**src/rtl/proc_pkg.sv**
```systemverilog
// rtl/proc_pkg.sv - shared constants, slot/FSM encodings and slot-walk helper
package proc_pkg;

  localparam int NPROC_DEF  = 5;
  localparam int OFFSET_DEF = 1000;
  localparam int OS_PROG    = 0;
  localparam int PW         = 3;

  typedef enum logic {
    SLOT_READY = 1'b0,
    SLOT_DONE  = 1'b1
  } slot_state_e;

  typedef enum logic [1:0] {
    ST_IDLE,
    ST_SCAN,
    ST_GRANT,
    ST_HALT
  } state_e;

  // Next user slot after p, wrapping n -> 1; the OS id never appears in the walk.
  function automatic logic [PW-1:0] next_slot(input logic [PW-1:0] p, input int n);
    if (int'(p) >= n || int'(p) == OS_PROG) return PW'(1);
    return p + PW'(1);
  endfunction

endpackage

```
**src/rtl/rr_scan.sv**
```systemverilog
// rtl/rr_scan.sv - round-robin slot walker: one slot examined per cycle
module rr_scan
  import proc_pkg::*;
#(
  parameter int NPROC = NPROC_DEF
) (
  input  logic             clock,
  input  logic             reset,
  input  logic             load,
  input  logic             advance,
  input  logic [PW-1:0]    start_idx,
  input  logic [NPROC-1:0] ready,
  output logic             found,
  output logic [PW-1:0]    idx,
  output logic             exhausted
);

  logic [PW-1:0] idx_q;
  logic [PW-1:0] cnt_q;

  always_ff @(posedge clock) begin
    if (!reset) begin
      idx_q <= PW'(1);
      cnt_q <= '0;
    end else if (load) begin
      idx_q <= start_idx;
      cnt_q <= '0;
    end else if (advance) begin
      idx_q <= next_slot(idx_q, NPROC);
      cnt_q <= cnt_q + PW'(1);
    end
  end

  always_comb begin
    found = 1'b0;
    for (int p = 0; p < NPROC; p++) begin
      if (idx_q == PW'(p + 1)) found = ready[p];
    end
  end

  // The slot being examined is the last one not yet visited in this scan.
  assign exhausted = !found && (cnt_q == PW'(NPROC - 1));
  assign idx       = idx_q;

endmodule

```
**src/rtl/proc_table.sv**
```systemverilog
// rtl/proc_table.sv - per-program saved PC and run state with round-robin selection
module proc_table
  import proc_pkg::*;
#(
  parameter int NPROC  = NPROC_DEF,
  parameter int AW     = 32,
  parameter int OFFSET = OFFSET_DEF
) (
  input  logic          clock,
  input  logic          reset,
  input  logic          save,
  input  logic [AW-1:0] save_addr,
  input  logic          end_program,
  input  logic          sel_req,
  output logic          sel_valid,
  output logic [PW-1:0] sel_prog,
  output logic [AW-1:0] sel_addr,
  output logic [PW-1:0] cur_prog,
  output logic          all_done,
  output logic          addr_err
);

  state_e state_q, state_d;

  logic [AW-1:0]    ctx_q [NPROC];
  logic [NPROC-1:0] slot_q;
  logic [PW-1:0]    cur_prog_q;
  logic             sel_valid_q;
  logic [PW-1:0]    sel_prog_q;
  logic [AW-1:0]    sel_addr_q;
  logic             all_done_q;
  logic             addr_err_q;

  logic             scan_load, scan_adv, enter_grant, enter_halt;
  logic             scan_found, scan_exhausted;
  logic [PW-1:0]    scan_idx;
  logic [NPROC-1:0] ready;
  logic [AW-1:0]    ctx_rd;
  logic [AW-1:0]    base, save_rel;
  logic             save_ok;

  always_comb begin
    ready  = '0;
    ctx_rd = '0;
    for (int p = 0; p < NPROC; p++) begin
      ready[p] = (slot_q[p] == SLOT_READY);
      if (scan_idx == PW'(p + 1)) ctx_rd = ctx_q[p];
    end
  end

  always_comb begin
    base     = AW'(cur_prog_q) * AW'(OFFSET);
    save_rel = save_addr - base;
    save_ok  = (save_addr >= base) && (save_addr < base + AW'(OFFSET));
  end

  rr_scan #(.NPROC(NPROC)) u_scan (
    .clock     (clock),
    .reset     (reset),
    .load      (scan_load),
    .advance   (scan_adv),
    .start_idx (next_slot(cur_prog_q, NPROC)),
    .ready     (ready),
    .found     (scan_found),
    .idx       (scan_idx),
    .exhausted (scan_exhausted)
  );

  always_ff @(posedge clock) begin
    if (!reset) state_q <= ST_IDLE;
    else        state_q <= state_d;
  end

  always_comb begin
    state_d     = state_q;
    scan_load   = 1'b0;
    scan_adv    = 1'b0;
    enter_grant = 1'b0;
    enter_halt  = 1'b0;
    case (state_q)
      ST_IDLE: begin
        if (sel_req) begin
          scan_load = 1'b1;
          state_d   = ST_SCAN;
        end
      end
      ST_SCAN: begin
        if (scan_found) begin
          enter_grant = 1'b1;
          state_d     = ST_GRANT;
        end else if (scan_exhausted) begin
          enter_halt = 1'b1;
          state_d    = ST_HALT;
        end else begin
          scan_adv = 1'b1;
        end
      end
      ST_GRANT: state_d = ST_IDLE;
      ST_HALT:  state_d = ST_HALT;
      default:  state_d = ST_IDLE;
    endcase
  end

  always_ff @(posedge clock) begin
    if (!reset) begin
      for (int p = 0; p < NPROC; p++) begin
        ctx_q[p]  <= '0;
        slot_q[p] <= SLOT_READY;
      end
      cur_prog_q  <= PW'(1);
      sel_valid_q <= 1'b0;
      sel_prog_q  <= PW'(1);
      sel_addr_q  <= '0;
      all_done_q  <= 1'b0;
      addr_err_q  <= 1'b0;
    end else begin
      sel_valid_q <= enter_grant;
      if (enter_grant) begin
        sel_prog_q <= scan_idx;
        sel_addr_q <= ctx_rd;
      end
      // cur_prog moves only at the end of GRANT so a late end_program hits the old owner.
      if (state_q == ST_GRANT) cur_prog_q <= sel_prog_q;
      if (enter_halt) all_done_q <= 1'b1;
      if (save && !end_program && !save_ok) addr_err_q <= 1'b1;
      for (int p = 0; p < NPROC; p++) begin
        if (cur_prog_q == PW'(p + 1)) begin
          if (end_program) slot_q[p] <= SLOT_DONE;
          else if (save)   ctx_q[p]  <= save_ok ? save_rel : '0;
        end
      end
    end
  end

  assign sel_valid = sel_valid_q;
  assign sel_prog  = sel_prog_q;
  assign sel_addr  = sel_addr_q;
  assign cur_prog  = cur_prog_q;
  assign all_done  = all_done_q;
  assign addr_err  = addr_err_q;

endmodule
```
**config.mk**
```make
export PLATFORM = sky130hd
export DESIGN_NAME = proc_table
export DESIGN_NICKNAME = d
export VERILOG_FILES = /design/src/rtl/proc_pkg.sv /design/src/rtl/rr_scan.sv /design/src/rtl/proc_table.sv
export SDC_FILE = /design/constraint.sdc
export NUM_CORES = 1
export LEC_CHECK = 0
export ABC_AREA = 0
export CELL_PAD_IN_SITES_DETAIL_PLACEMENT = 1
export CELL_PAD_IN_SITES_GLOBAL_PLACEMENT = 2
export CORE_ASPECT_RATIO = 1.4
export CORE_MARGIN = 4
export CORE_UTILIZATION = 36
export DETAILED_ROUTE_END_ITERATION = 8
export HOLD_SLACK_MARGIN = 0.08
export MAX_ROUTING_LAYER = met4
export PLACE_DENSITY = 0.72
export REMOVE_ABC_BUFFERS = 1
export SETUP_SLACK_MARGIN = 0.4
export SLEW_MARGIN = 20
export SYNTH_ARGS = -nofsm -noshare
export SYNTH_HDL_FRONTEND = slang
export SYNTH_SLANG_ARGS = --single-unit
```
**constraint.sdc**
```tcl
create_clock -name clock -period 4.7 [get_ports clock]
set_input_delay 0.94 -clock clock [delete_from_list [all_inputs] [get_ports clock]]
set_output_delay 0.94 -clock clock [all_outputs]
set_load 0.1 [all_outputs]
```
== After elaboration in Yosys (flattened, before gate mapping) ==
Memory sizes are Yosys's and may differ from the RTL's.
Index checks and enable logic that the tools add are counted.
Storage, ports and cells
  bits in registers: 54
  memory bits (writable): 160
  output and inout port bits: 41
  logic and storage cells: 131
  memories kept: 1
Memories
  ctx_q: depth 5, width 32, read ports 5, clocked after memory_dff 0, write ports 5, RTL line proc_table.sv:25  | logic [AW-1:0] ctx_q [NPROC];
Operators by class
  add/sub/neg operators: 5
  multiply operators: 1
  $lt $le $gt $ge: 4
  equality and inequality tests: 16
  multiplexer cells: 59
  bitwise logic cells: 11
  reduce and logical (&&, ||, !) cells: 20
Operators with widths (number)
  $mux W32: 11
  $mux W1: 38
  $ge A32 B13 Y1: 1
  $lt A32 B14 Y1: 1
  $sub A32 B13 Y32: 1
  $mux W3: 6
  $eq A3 B3 Y1 const B: 5
  $add A13 B10 Y14 const B: 1
  $eq A3 B2 Y1 const B: 4
  $reduce_and A2 Y1: 6
  $mul A3 B7 Y10 const B: 1
  $add A3 B1 Y3 const B: 3
  $pmux W2 S4: 1
  $eq A3 B1 Y1 const B: 2
  $ge A3 B3 Y1 const B: 2
  $logic_not A3 Y1: 2
  $mux W2: 3
  $not A1 Y1: 6
  $or A1 B1 Y1: 5
  $eq A2 B2 Y1 const B: 2
  $logic_and A1 B1 Y1: 4
  $logic_not A1 Y1: 3
  $ne A3 B2 Y1 const B: 1
  $eq A2 B1 Y1 const B: 1
  other kinds (5): 6

== Longest topological paths before layout ==
  depth in word-level cells: 17
  depth in mapped cells: 18

== Cells and area by module ==
A second synthesis with hierarchy kept.
Second synthesis, totals
  cell total of the unflattened synthesis: 760
  area, all modules: 9902.0 µm²
Modules (own cells, without submodules)
  proc_table: instances 1, cells an instance 706, area each 9461.6 µm², sequential area each 5765.5 µm²
  rr_scan: instances 1, cells an instance 54, area each 440.4 µm², sequential area each 120.1 µm²

== Worst setup path after synthesis ==
No wires, ideal clock.
  path kind: register to register
  start: register cur_prog_q[1], in the netlist cur_prog[1]
  end: memory ctx_q[3][10], in the netlist ctx_q[0][106], data pin
  library setup time: 0.272 ns
  arrival time: 4.967 ns
  path slack: -0.539 ns
  cell stages (with the launch flop): 17
  path buffers: 0
  path through: dfxtp_1 inv_1 ha_1 ha_1 inv_1 fa_1 fa_1 and4_1 and2_1 a21oi_1 nand3b_1 ha_1 a211oi_1 nand3_1 nor3_1 o21ai_1 nor4b_1
RTL lines
  start, declared: RTL line proc_table.sv:27  | logic [PW-1:0] cur_prog_q;
  start signal, assigned: RTL line proc_table.sv:123  | if (state_q == ST_GRANT) cur_prog_q <= sel_prog_q;
  end, declared: RTL line proc_table.sv:25

==> results.json <==
{
  "ios": 78,
  "synth_top_area_cell": "edfxtp_1",
  "gr-max-usage-layer": "met2",
  "met3_usage_pct": 2.067,
  "area_growth_pct": 28.72,
  "finClkSkew_ns": 0.009004,
  "drive_gt1_share_pct": 17.61,
  "layout.cells.most_common_list": "160 x edfxtp_1, 76 x clkdlybuf4s50_1, 57 x nand2_1",
  "path_cells": "fa_1 -> inv_2 -> fa_2 -> fa_1 -> and4_4 -> and2_4 -> a21oi_4 -> xor2_1 -> ha_1 -> nand4_1 -> a311oi_2 -> nor3_4 -> o21ai_4 -> buf_6 -> buf_12 -> a211oi_1 -> buf_4",
  "clockBufferDepth": 3,
  "layout_commonest_cell": "edfxtp_1",
  "grt_pass1_wl_mm": 41.91,
  "min_from": "sel_addr[20]",
  "min_to": "sel_addr[20]",
  "first_pass_iters": 4,
  "avgSynthCellArea_um2": 12.41,
  "dpl_cell_area_mm2": 0.01105,
  "async_reset_ff_share_pct": 0,
  "ys_top_cells_by_area": "edfxtp_1 49%, dfxtp_1 11%, ha_1 5.2%",
  "cts-root-buf": "clkbuf_16",
  "io_buffers": 77,
  "fp-row-count": 71,
  "hold_viol": 0,
  "fmax_mhz": 232.9,
  "num_vias": 6771,
  "cp-start-kind": "register",
  "synth-seq-cells": 214,
  "drc": 0,
  "dieArea_mm2": 0.03002,
  "crit_top_cell": "fa_1",
  "gp_congestion": 0.8261,
  "wl_mm": 26.79,
  "p_leak_uw": 0.004395,
  "htree_levels": 1,
  "use_met2_pct": 34.06,
  "whs_path_depth": 2,
  "detail-route-antenna-nets": 0,
  "arrival_ns": 4.56,
  "hp-class": "reg2reg",
  "antenna_cells": 0,
  "grt_util_met1_pct": 20.39,
  "rsz0062_at_grt": "true",
  "hpwl_mm": 16.24,
  "cts_tree": "built",
  "drv_slew": 0,
  "cts_buffers": 22,
  "cp_slowest_stage_delay_ns": 0.58,
  "final-setup-viol-count": 0,
  "crit_family": "adder cells",
  "initial_core_util_pct": 36.48,
  "fin_area_mm2": 0.01264,
  "core_mm2": 0.02692,
  "yosysUniqueCellTypes": 56,
  "grt_start_max_net_pins": 65,
  "drtIter0Drc": 241,
  "grtUsageTotal_pct": 18.34,
  "nNetsFinal": 970,
  "path_clk_slew_ns": 0.07,
  "synth_seq_area_share_pct": 59.95,
  "status": "complete, no violations",
  "grt_overflow": 0,
  "crit_fanout": 8,
  "drt-wirelength-per-cell_um": 21.13,
  "r2r.worst_path.cells": 17,
  "cp-end-kind": "register",
  "fin_tns_setup_ns": 0,
  "whs_ns": 0.4697,
  "synthCells": 791,
  "cts_sinks": 214,
  "fin_crit_ns": 4.294,
  "period_share_pct": 91.37,
  "syn_area_mm2": 0.009818,
  "finish.utilization_pct": 46.95,
  "synth_edf_count": 160,
  "r2r_start": "cur_prog[2]",
  "synth_top_area_share_pct": 48.94,
  "die_h_um": 203.4,
  "insertion_delay_ns": 0.51,
  "crit_required_ns": 4.96,
  "yosysWarnings": 0,
  "tightest_slew_ns": 1.042,
  "synth-main-ff-cell": "edfxtp_1",
  "powerDensity_mw_per_mm2": 414.0,
  "r2r-end": "ctx_q[0][83]",
  "grt_pass1_vias": 7501,
  "antenna_found_initial": 0,
  "regToRegSetupSlack_ns": 0.41,
  "ir_worst_vdd_mv": 0.2163,
  "critPathKind": "reg2reg",
  "drv_cap": 0,
  "critPathBufInv": 4,
  "num-fill-cells": 2720,
  "post_drt_via_cell_ratio": 5.340,
  "p_total_uw": 5233,
  "die_w_um": 147.6,
  "slowest_stage": "fa_1",
  "slew_headroom_pct": 30.36
}
==> worst register-to-register path, cell delays in order, from the launching register on <==
cell	delay (ns)
dfxtp_2	0.34
fa_1	0.58
inv_2	0.06
fa_2	0.35
fa_1	0.51
and4_4	0.23
and2_4	0.16
a21oi_4	0.06
xor2_1	0.16
ha_1	0.35
nand4_1	0.14
a311oi_2	0.40
nor3_4	0.07
o21ai_4	0.11
buf_6	0.15
buf_12	0.14
a211oi_1	0.06
buf_4	0.20
==> logic make-up after synthesis <==
kind of cell               after synthesis  synth area share (%)
AOI/OAI and AO/OA                      213                 16.41
xor gates and xnor gates                20                 1.784
adders and majority gates               46                 6.244
buffers and inverters                   81                 3.402
DFF                                    214                 59.95
muxes                                    7                0.7137
and+or+nand+nor                        210                 11.49
==> cells in the mapped netlist (13+ instances only) <==
cell and n:
inv_1 29, nor3_1 15, edfxtp_1 160, a21oi_1 19, dfxtp_1 54, nand2_1 58
o211ai_1 37, o311ai_0 32, clkbuf_1 40, ha_1 41, a221oi_1 32, nand2b_1 40
nor2_1 15, xnor2_1 13, a21boi_1 30, a211oi_1 21, nor2b_1 48, o21ai_0 13
==> final cells by class <==
type,count,area (um^2),share of cell area [%]
clock buffer,26,595.6,4.712
clock inverter,14,168.9,1.336
inverter,31,116.4,0.9207
multi-input combinational,496,4173,33.02
sequential,214,5894,46.64
tap,365,456.7,3.613
timing repair buffer,122,1234,9.761
==> routing by layer <==
| metal | vias up | wire length (um) |
|---|---|---|
| met5 | - | 0 |
| met4 | 0 | 780 |
| met3 | 45 | 810 |
| met2 | 132 | 14790 |
| met1 | 3405 | 10410 |
| li1 | 3189 | - |
==> per-stage QoR <==
step	worst slack [ns]	std cells
2_1_floorplan	-1.017	741
3_3_place_gp	0.09643	1205
3_5_place_dp	-0.1223	1205
4_1_cts	0.3715	1256
5_1_grt	0.2080	1268
6_report	0.4056	1268
==> power breakdown <==
part	total, uW	switching (uW)	internal, uW
logic	1230	827	401
clock network	1820	744	1080
registers	2180	54.8	2130
==> how the worst max path moves through the flow <==
stage / depth (start not counted) / start / slack (ns) / endpoint
5_1_grt: 17 / cur_prog[2] / 0.21 / ctx_q[0][83]
3_3_place_gp: 16 / cur_prog[0] / 0.1 / ctx_q[0][42]
2_1_floorplan: 16 / cur_prog[1] / -1.02 / ctx_q[0][106]
6_report: 17 / cur_prog[2] / 0.41 / ctx_q[0][83]
3_5_place_dp: 15 / cur_prog[0] / -0.12 / ctx_q[0][22]
4_1_cts: 17 / cur_prog[1] / 0.37 / ctx_q[0][74]
==> repair_timing <==
item                       CTS  global route
pin swaps                   11            21
resized for setup           85            18
hold buffers                 0             0
gates cloned                 3             0
setup endpoints to repair  160           160
buffers inserted             8            12
==> flip-flops by register name, summed over array words and instances, names as in the netlist <==
name	flops
u_scan.cnt_q	3
cur_prog	3
ctx_q	160
addr_err	1
slot_q	5
sel_valid	1
sel_prog	3
u_scan.idx	3
all_done	1
state_q	2
sel_addr	32
(Power assumes the default switching activity.)
==> edit 1 (same flow settings) <==
Set the package constant `NPROC_DEF` to 10 (it was 5).
--- a/src/rtl/proc_pkg.sv
+++ b/src/rtl/proc_pkg.sv
@@ -1,7 +1,7 @@
 // rtl/proc_pkg.sv - shared constants, slot/FSM encodings and slot-walk helper
 package proc_pkg;
 
-  localparam int NPROC_DEF  = 5;
+  localparam int NPROC_DEF  = 10;
   localparam int OFFSET_DEF = 1000;
   localparam int OS_PROG    = 0;
   localparam int PW         = 3;
Check against the original RTL: no difference found for any inputs over 10 cycles, from zero or initial values and one cycle with reset low; that may be too few to reach the edited logic, so the function may still have changed.
==> edit 1 against the original RTL <==
- wire length rose by 120%
- setup slack lost 93 ps
- die area grew 49%
- critical endpoint is now ctx_q[0][160]
- area after synthesis rose by 52%
- sequential cell count grew 99
- power is 39% higher
- count of clock-buffer cells in the layout is 23 higher
- sequential share of layout area is 3.8 points lower
- cell area rose by 63%
- clock power rose by 44%
- utilization rose by 3.8 points
- clock skew rose by 1.2 ps
- via count is 82% higher
- global-route usage increased by 5.8 points
==> edit 1: results (changes against the original RTL) <==
metric,value,unit,change
DP Area,16600,um^2,+50%
warnings from Yosys,0,,unchanged
H-Tree Level Count,2,,+1
R2R setup slack,310,ps,-90 ps
worst vdd ir,0.000232,V,+7.5%
fill cell count,4094,,+51%
clk_lat worst skew,530,ps,+20 ps
synthesized area per cell,10.8,um^2,-13%
Largest register FFs,256,,+60%
maximum fanout along the worst path,44,,+36
DR WL/cell,28.2,um,+34%
pin count of the biggest net entering global routing,57,,-12%
CTS Buf Count,34,,+55%
register area share after synthesis,0.593,,-0.00627
dpl cells,1936,,+61%
CP max-delay cell,fa_1,,
GP Congestion,0.814,,-1.5%
first-pass GRT wire length,80800,um,+93%
worst hold stages,2,,unchanged
vias in the first global route,12700,,+69%
initial DRC count,1062,,+340%
Ant. Diodes,0,,unchanged
Longest Clk Path Bufs,3,,unchanged
max incr delay on CP,570,ps,
Worst Hold Class,reg -> reg,,
share of cells above drive strength 1,0.295,,+0.119
Area contributors post-synth,"edfxtp_1 (52%), nor3_1 (9.0%), dfxtp_1 (7.7%)",,
Total GRT Usage,0.242,,+0.0581
DRT Pass-1 Iters,5,,+1
dpl hpwl,31500,um,+94%
Top delay family on crit path,adder cells,,
async set or reset register ratio after synthesis,0,,unchanged
Clock transition at path regs,60,ps,
setup skew after layout,10.2,ps,+1.23 ps
Vias/cell,6.01,,+13%
measured slew at the worst slew-check pin,1310,ps,+263 ps
Final #Nets,1574,,+62%
Root Buffer,clkbuf_16,,
initial antenna violation count,0,,unchanged
"EDFF count, synth",256,,+60%
status,"complete, no violations",,
Cell variety after synth,58,,+3.6%
Leakage,7.29,nW,+66%
worst endpoint data arrival time,4710,ps,+150 ps
IO buf count,77,,unchanged
Reg with most FFs,ctx_q,,
Via Count,12300,,+82%
Synth top cells by count,"nor3_1 (267), edfxtp_1 (256), nand2_1 (111), clkbuf_1 (84), o21ai_0 (68)",,
Register-to-Register Path Depth,14,,-3
top_reg_cell synth,edfxtp_1,,
-- edit 1: routing by layer --
layer / routed length [um] / GRT usage / share of wire / vias up
met2: 30300 / 0.427 / 0.52 / 488
met5: 0 / - / 0 / -
met4: 2810 / 0.0928 / 0.049 / 0
li1: - / - / - / 5435
met3: 3450 / 0.0300 / 0.060 / 149
met1: 21200 / 0.281 / 0.37 / 6238
-- edit 1: final cells by class --
type / instances / area [um^2] / area share
clock inverters: 12 / 85.1 / 0.00413
clock buffers: 49 / 968 / 0.0470
inverters: 47 / 176 / 0.00856
flip-flops and latches: 313 / 8830 / 0.428
multi-input cells: 898 / 7390 / 0.358
well taps: 534 / 668 / 0.0324
repair buffers: 195 / 2500 / 0.121
-- edit 1: path summary, 6_finish.rpt --
check                                endpoint         start
worst max-delay path            ctx_q[0][160]   cur_prog[1]
worst min-delay path             sel_addr[22]  sel_addr[22]
worst max register to register  ctx_q[0][160]   cur_prog[1]
worst min register to register   sel_addr[22]  sel_addr[22]
-- edit 1: worst min-delay path, delay by kind of cell (launching register included) --
family / cells / cell delay [ps]
compound gates: 1 / 50
flops: 1 / 320
simple gates: 1 / 40
-- edit 1: cell families after synthesis --
family	after synthesis	share of synthesized area
buf+inv	163	0.0432
xor+xnor	25	0.0147
flops	313	0.593
mux	6	0.00412
simple gates	543	0.180
compound gates	276	0.122
fa+ha+maj	48	0.0429
-- edit 1: report_power, final --
group	leakage, nW	internal (mW)	switching [mW]
sequential	3.12	3.12	0.0545
clock	0.514	1.49	1.13
combinational	3.66	0.418	1.08
total	7.29	5.02	2.26
-- edit 1: per-stage QoR --
stage / setup slack [ps] / TNS [ps] / power, mW / hold slack, ps
5_1_grt: 224 / 0 / 7.54 / 486
6_report: 313 / 0 / 7.29 / 447
3_3_place_gp: 19.1 / 0 / 4.63 / 435
2_1_floorplan: -9170 / -2405860 / 4.07 / 429
4_1_cts: 303 / 0 / 7.25 / 455
3_5_place_dp: -139 / -9510 / 4.65 / 441
-- edit 1: repair_timing --
item / 4_1_cts / 5_1_grt
gates cloned: 10 / 27
gates resized for setup: 92 / 297
hold buffers: 0 / 0
pin swaps: 9 / 114
setup buffers: 11 / 3
endpoints found under the setup margin: 257 / 256
==> edit 2 (config.mk and constraints unchanged) <==
Without the edit above. The 4 states of `state_e` get a one-hot encoding in 4 bits.
--- a/src/rtl/proc_pkg.sv
+++ b/src/rtl/proc_pkg.sv
@@ -11,11 +11,11 @@
     SLOT_DONE  = 1'b1
   } slot_state_e;
 
-  typedef enum logic [1:0] {
-    ST_IDLE,
-    ST_SCAN,
-    ST_GRANT,
-    ST_HALT
+  typedef enum logic [3:0] {
+    ST_IDLE  = 4'b0001,
+    ST_SCAN  = 4'b0010,
+    ST_GRANT = 4'b0100,
+    ST_HALT  = 4'b1000
   } state_e;
 
   // Next user slot after p, wrapping n -> 1; the OS id never appears in the walk.
Behaviour: same outputs for any inputs over 10 cycles, from zero or initial values and one cycle with reset low; not proved beyond that.
==> edit 2 against the original RTL <==
- setup slack gained 98 ps
- global-route usage rose by 0.21 points
- worst hold slack got worse by 18 ps
- sequential cell count rose by 2
- die area grew 0.52%
- cell area shrank 1.9%
- via count up 2.5%
- area after synthesis is 0.55% higher
- wire length up 1.1%
- non-clock buffer count down 4
- critical path type unchanged
Power is not compared: it rests on default switching activity, and its combinational part moved more than twofold at a synthesized area within 25%.
==> edit 2: results (changes against the original RTL) <==
metric,value,unit,change
Clock buf/inv share,0.0578,,-0.00269
DR WL met2,14500,um,-1.8%
Area contributors post-synth,"edfxtp_1 (49%), dfxtp_1 (11%), ha_1 (5.2%)",,
FF-to-FF Start,cur_prog[1],,
met3 Use GR,0.0182,,-0.00248
Final #Nets,994,,+2.5%
normalized max-slew margin,0.305,,+0.00186
adder-cell share of the synthesized area,0.0621,,-0.000340
dpl hpwl,17000,um,+4.6%
Synth top cells by count,"edfxtp_1 (160), nand2_1 (68), dfxtp_1 (56), a21oi_1 (53), nor2_1 (46)",,
R2R setup slack,500,ps,+100 ps
Cell variety after synth,55,,-1.8%
initial DRC count,339,,+41%
GP Congestion,0.787,,-4.8%
DP Area,11100,um^2,+0.79%
Seq cells,216,,+0.93%
Seq. cell area,5930,um^2,+0.68%
worst endpoint data arrival time,4550,ps,about the same
non-clk buf share,0.0937,,-0.00390
mux share of post-synthesis cell area,0.00406,,-0.00308
share of cells above drive strength 1,0.167,,-0.00887
setup skew after layout,10.3,ps,+1.33 ps
fill cell count,2819,,+3.6%
Via Count,6942,,+2.5%
metal3 WL,1040,um,+28%
max incr delay on CP,510,ps,-70 ps
status,"complete, no violations",,
design area,12400,um^2,-1.9%
fraction of area in multi-input gates,0.324,,-0.00635
CP Capture Point,ctx_q[0][76],,
Non-clk bufs,118,,-3.3%
Top delay family on crit path,compound AO/OA/AOI/OAI gates,,
register area share after synthesis,0.600,,+0.000789
vias in the first global route,7753,,+3.4%
Global Route met2 Usage,0.347,,+0.00640
[edit 2: changes by cell type after synthesis, sizes merged, moves of 8 or more]
cell and change:
nor2 +39, nand2b -37, a21oi +34, o31ai +33, o311ai -32, a211oi -15, nand2 +10, nor3 -8
[edit 2: report_power, final]
part	switching (mW)	internal (mW)
Clock	0.717	1.01
Combinational	0.307	0.171
Sequential	0.0266	2.10
Total	1.05	3.28
[edit 2: repair_timing]
item                       in CTS  in global routing
hold buffers                    0                  0
buffers inserted                7                  5
cloned                          2                  1
hold endpoints to repair        0                  0
pin swaps                      14                 19
resized for setup              80                 18
setup endpoints to repair     160                160
[edit 2: through the flow]
| stage | hold slack, ps | instances | setup TNS [ps] |
|---|---|---|---|
| 6_report | 452 | 1292 | 0 |
| 5_1_grt | 478 | 1292 | 0 |
| 4_1_cts | 457 | 1286 | 0 |
| 3_5_place_dp | 449 | 1237 | -8330 |
| 3_3_place_gp | 441 | 1237 | 0 |
| 2_1_floorplan | 441 | 769 | -66420 |
